<file path="src/rtl/moka_rv32i_fetch_stage.sv">
// RV32I IF stage with IF/ID register: single-outstanding imem handshake, redirect/drop FSM, 1-entry D-stall buffer.
// Optional: define MOKA_FETCH_MISALIGN_EN to add MisalignF and suppress fetches after a misaligned redirect.
module moka_rv32i_fetch_stage #(
    parameter int unsigned           DATA_WIDTH = 32,
    parameter logic [DATA_WIDTH-1:0] RESET_PC   = DATA_WIDTH'(32'h0000_0000),
    parameter logic [DATA_WIDTH-1:0] NOP_INSTR  = DATA_WIDTH'(32'h0000_0013)
) (
    input  logic                  clk,
    input  logic                  rst_n,
`ifdef MOKA_FETCH_MISALIGN_EN
    output logic                  MisalignF,
`endif
    output logic                  imem_req,
    output logic [DATA_WIDTH-1:0] imem_addr,
    input  logic                  imem_rvalid,
    input  logic [DATA_WIDTH-1:0] imem_rdata,
    input  logic                  PCSrcE,
    input  logic [DATA_WIDTH-1:0] PCTargetE,
    input  logic                  StallF,
    input  logic                  StallD,
    input  logic                  FlushD,
    output logic [DATA_WIDTH-1:0] PCF,
    output logic [DATA_WIDTH-1:0] PCPlus4F,
    output logic [DATA_WIDTH-1:0] InstrD,
    output logic [DATA_WIDTH-1:0] PCD,
    output logic [DATA_WIDTH-1:0] PCPlus4D,
    output logic                  ValidD
);

    typedef enum logic [0:0] {S_REQ = 1'b0, S_DROP = 1'b1} state_e;

    state_e                  state_q, state_d;
    logic                    run_q;
    logic                    pending_q, pending_d;
    logic [DATA_WIDTH-1:0]   addr_q, addr_d;
    logic [DATA_WIDTH-1:0]   pcf_q, pcf_d;
    logic                    buf_valid_q, buf_valid_d;
    logic [DATA_WIDTH-1:0]   buf_instr_q, buf_instr_d;
    logic [DATA_WIDTH-1:0]   buf_pc_q, buf_pc_d;
    logic [DATA_WIDTH-1:0]   instrd_q, instrd_d;
    logic [DATA_WIDTH-1:0]   pcd_q, pcd_d;
    logic [DATA_WIDTH-1:0]   pcplus4d_q, pcplus4d_d;
    logic                    validd_q, validd_d;
    logic                    misalign_q;
    logic [DATA_WIDTH-1:0]   target;
    logic                    accept;

`ifdef MOKA_FETCH_MISALIGN_EN
    assign target = PCTargetE;

    always_ff @(posedge clk or negedge rst_n) begin
        if (!rst_n)      misalign_q <= 1'b0;
        else if (PCSrcE) misalign_q <= (target[1:0] != 2'b00);
    end

    assign MisalignF = misalign_q;
`else
    assign target     = PCTargetE & ~DATA_WIDTH'(3);
    assign misalign_q = 1'b0;
`endif

    // FSM state register
    always_ff @(posedge clk or negedge rst_n) begin
        if (!rst_n) state_q <= S_REQ;
        else        state_q <= state_d;
    end

    // FSM next state: a redirect that catches an unanswered request must drain it
    always_comb begin
        state_d = state_q;
        unique case (state_q)
            S_REQ:   if (PCSrcE && imem_req && !imem_rvalid) state_d = S_DROP;
            S_DROP:  if (imem_rvalid) state_d = S_REQ;
            default: state_d = S_REQ;
        endcase
    end

    // FSM outputs: the address is frozen once a request has been presented
    always_comb begin
        imem_req  = 1'b0;
        imem_addr = pending_q ? addr_q : pcf_q;
        unique case (state_q)
            S_REQ:   imem_req = run_q & (pending_q | (~StallF & ~buf_valid_q & ~misalign_q));
            S_DROP:  imem_req = 1'b1;
            default: imem_req = 1'b0;
        endcase
    end

    assign accept = (state_q == S_REQ) & imem_req & imem_rvalid & ~PCSrcE;

    // PC, holding buffer and IF/ID next state
    always_comb begin
        pending_d   = imem_req & ~imem_rvalid;
        addr_d      = imem_addr;
        pcf_d       = pcf_q;
        buf_valid_d = buf_valid_q;
        buf_instr_d = buf_instr_q;
        buf_pc_d    = buf_pc_q;
        instrd_d    = instrd_q;
        pcd_d       = pcd_q;
        pcplus4d_d  = pcplus4d_q;
        validd_d    = validd_q;

        if (PCSrcE) begin
            pcf_d       = target;
            buf_valid_d = 1'b0;
        end else begin
            if (accept) pcf_d = pcf_q + DATA_WIDTH'(4);
            if (accept && StallD && !FlushD) begin
                buf_valid_d = 1'b1;
                buf_instr_d = imem_rdata;
                buf_pc_d    = imem_addr;
            end else if (buf_valid_q && !StallD && !FlushD) begin
                buf_valid_d = 1'b0;
            end
        end

        if (FlushD) begin
            instrd_d = NOP_INSTR;
            validd_d = 1'b0;
        end else if (!StallD) begin
            if (buf_valid_q && !PCSrcE) begin
                instrd_d   = buf_instr_q;
                pcd_d      = buf_pc_q;
                pcplus4d_d = buf_pc_q + DATA_WIDTH'(4);
                validd_d   = 1'b1;
            end else if (accept) begin
                instrd_d   = imem_rdata;
                pcd_d      = imem_addr;
                pcplus4d_d = imem_addr + DATA_WIDTH'(4);
                validd_d   = 1'b1;
            end else begin
                instrd_d = NOP_INSTR;
                validd_d = 1'b0;
            end
        end
    end

    // Datapath registers; run_q keeps imem_req low until reset has been released
    always_ff @(posedge clk or negedge rst_n) begin
        if (!rst_n) begin
            run_q       <= 1'b0;
            pending_q   <= 1'b0;
            addr_q      <= RESET_PC;
            pcf_q       <= RESET_PC;
            buf_valid_q <= 1'b0;
            buf_instr_q <= NOP_INSTR;
            buf_pc_q    <= '0;
            instrd_q    <= NOP_INSTR;
            pcd_q       <= '0;
            pcplus4d_q  <= '0;
            validd_q    <= 1'b0;
        end else begin
            run_q       <= 1'b1;
            pending_q   <= pending_d;
            addr_q      <= addr_d;
            pcf_q       <= pcf_d;
            buf_valid_q <= buf_valid_d;
            buf_instr_q <= buf_instr_d;
            buf_pc_q    <= buf_pc_d;
            instrd_q    <= instrd_d;
            pcd_q       <= pcd_d;
            pcplus4d_q  <= pcplus4d_d;
            validd_q    <= validd_d;
        end
    end

    assign PCF      = pcf_q;
    assign PCPlus4F = pcf_q + DATA_WIDTH'(4);
    assign InstrD   = instrd_q;
    assign PCD      = pcd_q;
    assign PCPlus4D = pcplus4d_q;
    assign ValidD   = validd_q;

endmodule

</file>
<file path="config.mk">
export PLATFORM = sky130hd
export DESIGN_NAME = moka_rv32i_fetch_stage
export DESIGN_NICKNAME = d
export VERILOG_FILES = /design/src/rtl/moka_rv32i_fetch_stage.sv
export SDC_FILE = /design/constraint.sdc
export NUM_CORES = 1
export LEC_CHECK = 0
export CORE_ASPECT_RATIO = 0.75
export CORE_MARGIN = 2
export CORE_UTILIZATION = 35
export CTS_CLUSTER_SIZE = 30
export DETAILED_ROUTE_END_ITERATION = 8
export HOLD_SLACK_MARGIN = 0.05
export PLACE_DENSITY_LB_ADDON = 0.25
export SYNTH_ARGS = -nofsm -noshare
export SYNTH_HDL_FRONTEND = slang
export SYNTH_SLANG_ARGS = --single-unit
</file>
<file path="constraint.sdc">
create_clock -name clk -period 5.6 [get_ports clk]
set_clock_uncertainty 0.05 [all_clocks]
set_input_delay 0.56 -clock clk [delete_from_list [all_inputs] [get_ports clk]]
set_output_delay 0.56 -clock clk [all_outputs]
set_load 0.005 [all_outputs]
</file>
======== Word level (Yosys, flattened, before mapping) ========
Index checks and enable logic that the tools add are counted.
word-level totals
  flip-flop bits (word level) ............. 229
  bits in latches ......................... 0
  RAM bits ................................ 0
  bits in read-only memories .............. 0
  input port bits ......................... 71
  output and inout bits ................... 194
  word-level logic and storage cells ...... 68
  memories ................................ 0
operators by class
  $add $sub $neg .......................... 3
  multipliers ............................. 0
  div/mod/pow operators ................... 0
  magnitude comparators ................... 0
  equality and inequality tests ........... 1
  shifts and indexed selects .............. 0
  multiplexer cells ....................... 22
  bitwise gates (word level) .............. 14
  reductions and logical operators ........ 16
operator list
  cell                                                    number
  two-way mux 32 bit                                      11
  adder 32 x 3 -> 32 bit (second input constant)          3
  two-way mux 1 bit                                       9
  logical AND 1 bit                                       7
  NOT 1 bit                                               7
  AND 1 bit                                               6
  zero test 1 bit                                         4
  case mux 1 bit (2 select lines)                         2
  nonzero test 2 bit                                      2
  AND reduction 3 bit                                     1
  nonzero test 3 bit                                      1
  inequality test 2 x 1 -> 1 bit (second input constant)  1
  AND reduction 2 bit                                     1
  bitwise OR 1 bit                                        1

======== Depth between registers and ports, before layout ========
  depth in word-level cells ............... 12
  mapped depth ............................ 11
  gate-level depth less buffers ........... 7

======== Worst setup path before layout ========
No wires, ideal clock.
  path type ............................... input port to flip-flop
  from .................................... input port PCSrcE
  to ...................................... register pcplus4d_q[31], in the netlist PCPlus4D[31]
  library setup time ...................... 69 ps
  data arrival time ....................... 2762 ps
  data required time ...................... 5481 ps
  slack ................................... 2719 ps
  stages on the path ...................... 8
  path buffers ............................ 2
  cells stage by stage .................... nand2b_1 -> buf_4 -> mux2i_1 -> or4_1 -> or4b_1 -> buf_2 -> or4_1 -> nand3_1
on the way
  cells in the longest elaborated chain, start to end .. 4
  elaborated cells on any way between the ends .. 7
  those cells by class .................... mux (1); bitwise (2); reduce/logical (4)
ends and longest elaborated chain
  element                                                        RTL line  RTL
  start, declared                                                17        input logic PCSrcE,
  NOT 1 bit (no source line) or zero test 1 bit (tied branches)  n/a
  AND 1 bit or logical AND 1 bit (tied branches)                 89, 122
  nonzero test 2 bit (no source line)                            n/a
  AND reduction 3 bit (no source line)                           n/a
  end signal, assigned                                           163       pcplus4d_q <= pcplus4d_d;
  end, declared                                                  42        logic [DATA_WIDTH-1:0] pcplus4d_q, pcplus4d_d;
Several ways; a longest one is shown, not always the timed one.
A chain may end at the register's enable or synchronous reset.

======== Worst setup path after layout ========
  from .................................... register pcf_q[8], in the netlist PCF[8]
  to ...................................... output port PCPlus4F[31]
on the way
  cells in the longest elaborated chain, start to end .. 1
ends and longest elaborated chain
  element                 RTL line  RTL
  start, declared         36        logic [DATA_WIDTH-1:0] pcf_q, pcf_d;
  start signal, assigned  157       pcf_q <= pcf_d;
  adder 32 x 3 -> 32 bit  169       assign PCPlus4F = pcf_q + DATA_WIDTH'(4);
  end, declared           23        output logic [DATA_WIDTH-1:0] PCPlus4F,
No other way between the ends.

==> impl_metrics.csv <==
group,metric,value,unit
placement,place_area,0.01350,mm²
synthesis,synth-compound-area-share,9.198,%
die,fp.dieW,205.0,µm
power,p_switching,1335,µW
critical_path,worstSetupStartpointType,"register",
cts,clk_pin_slew_worst_paths,0.06,ns
die,dieHeight,154.8,µm
critical_path,cp.required,4.99,ns
synthesis,synth_edf_count,0,
critical_path,cpMostUsedCell,"nand2_1",
grt,gr-usage-all-layers,19.57,%
detailed_routing,first_iter_violations,743,
cts,numCtsBuffers,25,
die,die_area,0.03174,mm²
sta,finalCritPeriodShare,69.68,%
cells_and_area,fin_nets,1368,
status,status,"finished clean",
sta,final_max_slew_viol_count,0,
cells_and_area,syn2layout_area_growth,34.87,%
sta,holdWs,0.4085,ns
cts,post_cts_resized,0,
detailed_routing,drtAntennaViolNets,0,
cells_and_area,layout-drive-gt1-share,9.832,%
run,maxCapViolations,0,
min_path,min_path_type,"reg -> reg",
critical_path,slowest_stage,"dfrtp_1",
sta,worst_pin_slew,1.011,ns
detailed_routing,first_pass_iters,5,
sta,fmax,256.3,MHz
detailed_routing,routed-via-count,8606,
placement,dp_worst_setup_slack,1.784,ns
critical_path,r2r-end,"PCPlus4D[31]",
critical_path,r2r_start,"buf_valid_q",
die,num_rows,55,
min_path,min_from,"buf_instr_q[1]",
synthesis,synthMuxAreaShare,9.127,%
grt,grt_pass1_wl,48760,µm
critical_path,slowest_delay,0.56,ns
sta,fin_crit,3.902,ns
synthesis,ys_seq_elements,225,
cts,insertion_delay,0.53,ns
critical_path,r2r.worst_path.cells,6,
critical_path,cp_data_arrival_time,3.29,ns
power,power_frac_seq,44.2,%
grt,grt_max_degree,131,
sta,fin_tns_setup,0,ns
sta,setup_viol,0,
synthesis,synth_top_area_cell,"dfrtp_1",
cells_and_area,num_antenna_cells,0,
detailed_routing,wirelength,31610,µm
critical_path,critPathLaunch,"PCF[8]",
synthesis,postSynthCellCount,1068,
detailed_routing,drc,0,
synthesis,synth-simple-area-share,18.89,%
grt,grt_overflow,0,
cts,cts_root_buffer,"clkbuf_16",
placement,dpl.hpwl,21720,µm
power,pwr-share-clk,33.7,%
synthesis,synth-warning-count,0,
critical_path,ff2ff_setup_slack,1.92,ns
cells_and_area,post-route-util,47.69,%
sta,timing.slew.headroom,31.66,%
synthesis,seq_area_frac_synth,53.14,%
placement,io_buffers,258,
critical_path,critPathKind,"reg -> out",
cts,tritoncts,"yes",
power,p_leak,0.006246,µW
die,start_util,35.36,%
synthesis,syn_area,0.01061,mm²
power,power_density,337.1,mW/mm²
cts,clock_sinks,225,
min_path,min_path_cells,2,
die,core_area,0.03000,mm²
power,swShare,27.68,%
sta,hold_viol_final,0,
detailed_routing,viasPerCell,5.030,
critical_path,crit_chain,"nand2_1, nor4_1, buf_4, and2_0, nand2_1, nor2_1, xor2_1, clkdlybuf4s50_1",
synthesis,synthXorXnorAreaFrac,5.613,%
cells_and_area,num-fill-cells,2806,
grt,antenna_found_initial,0,
synthesis,synth_common_cells,"dfrtp_1, nand2_1, o21ai_0",
placement,gp_congestion,0.7985,
die,ios,265,
power,comb_power_share,22.1,%
synthesis,ys.flop_type,"dfrtp_1",
cts,h-tree-depth,1,
sta,layout_setup_ws,1.698,ns
synthesis,synth_cell_types,52,
synthesis,synth_top_area_share,51.65,%
critical_path,cp_max_fo,8,
critical_path,endpoint_kind,"output port",
synthesis,synth_async_sr_flop_share,100.0,%
power,p_int,3489,µW
cts,clockBufferDepth,3,
synthesis,syn_area_per_cell,9.935,µm²
cells_and_area,final_area,0.01431,mm²
sta,rsz0062_at_grt,"false",
synthesis,synthTopCellsByArea,"dfrtp_1, nand2_1, mux2_2, o21ai_0, xnor2_1",
synthesis,synth_top_family_by_area,"simple AND/OR/NAND/NOR gates",
synthesis,synthAdderAreaFrac,0.2358,%
power,ir_drop,0.1987,mV
min_path,holdPathEnd,"buf_instr_q[1]",
detailed_routing,wire_per_inst,18.47,µm
grt,grt_pass1_vias,8245,
[logic make-up (layout without fill, tap and decap cells)]
kind of cell               count (synthesis)  count (layout)
DFF                                      225             225
adders and majority gates                  2               2
AOI/OAI and AO/OA                        157             157
muxes                                     89              89
xor gates and xnor gates                  68              68
buffers and inverters                     89             330
and+or+nand+nor                          436             436
other                                      2               5
[per-stage QoR]
step                      power, µW  std cells
after global routing           5086       1711
after detailed placement       3225       1666
after floorplan                2540       1071
after global placement         3203       1666
after CTS                      4891       1711
final                          4824       1711
[worst max-delay path: cells and delay by family, from the launching register on]
kind                   cells  cell delay, ns
flip-flops                 1            0.56
XOR/XNOR                   1            0.22
buffers and inverters      2            0.73
AND/OR/NAND/NOR            5            1.26
[worst max path at each step]
| stage | endpoint | slack (ns) | cells past startpoint |
|---|---|---|---|
| after detailed placement | PCPlus4D[31] | 1.78 | 7 |
| after global placement | PCPlus4D[31] | 1.77 | 7 |
| after CTS | PCPlus4F[31] | 1.66 | 8 |
| after floorplan | PCPlus4D[31] | 2.72 | 8 |
| after global routing | PCPlus4F[31] | 1.45 | 8 |
| final | PCPlus4F[31] | 1.70 | 8 |
[cell type report]
cell class	count	area, µm²	share of cell area [%]
Timing Repair Buffer	274	2713	18.96
Inverter	12	45.04	0.3148
Clock buffer	39	738.2	5.159
Tap cell	399	499.2	3.489
Multi-Input combinational cell	757	4612	32.23
Clock inverter	5	65.06	0.4547
Sequential cell	225	5638	39.40
[flip-flops by register name, summed over array words and instances (netlist names)]
signal       count
InstrD          32
PCD             32
addr_q          32
buf_instr_q     32
buf_pc_q        32
PCF             30
PCPlus4D        30
ValidD           1
buf_valid_q      1
pending_q        1
run_q            1
state_q          1
[power groups by stage]
| stage | Clock, µW | Combinational, µW | Sequential [µW] |
|---|---|---|---|
| after global routing | 1750 | 1170 | 2170 |
| after global placement | 0 | 1050 | 2150 |
| after CTS | 1680 | 1080 | 2130 |
| final | 1630 | 1060 | 2130 |
| after floorplan | 0 | 439 | 2100 |
| after detailed placement | 0 | 1070 | 2150 |
[metal layers]
metal	GRT usage, %	vias up	routed length (µm)
met5	0	-	0
met3	2.571	42	1665
li1	-	4116	-
met4	4.830	0	752
met1	31.51	4195	16230
met2	27.27	253	12960
[layout by cell type, fill, tap and decap left out, types with 25 or more instances in the layout]
cell	instances
mux2i_1	27
o21ai_0	81
nand3_1	30
nor3_1	41
nand2_1	219
nor2_1	57
dfrtp_1	219
a221oi_1	29
nor2b_1	30
clkdlybuf4s50_1	255
xor2_1	28
clkbuf_16	25
mux2_2	61
xnor2_1	40
[repair_timing]
item / 4_1_cts / 5_1_grt
hold buffers: 1 / 0
buffers inserted: 0 / 0
endpoints found under the hold margin: 46 / 0
Note: power is estimated with default switching activity, not from simulation.
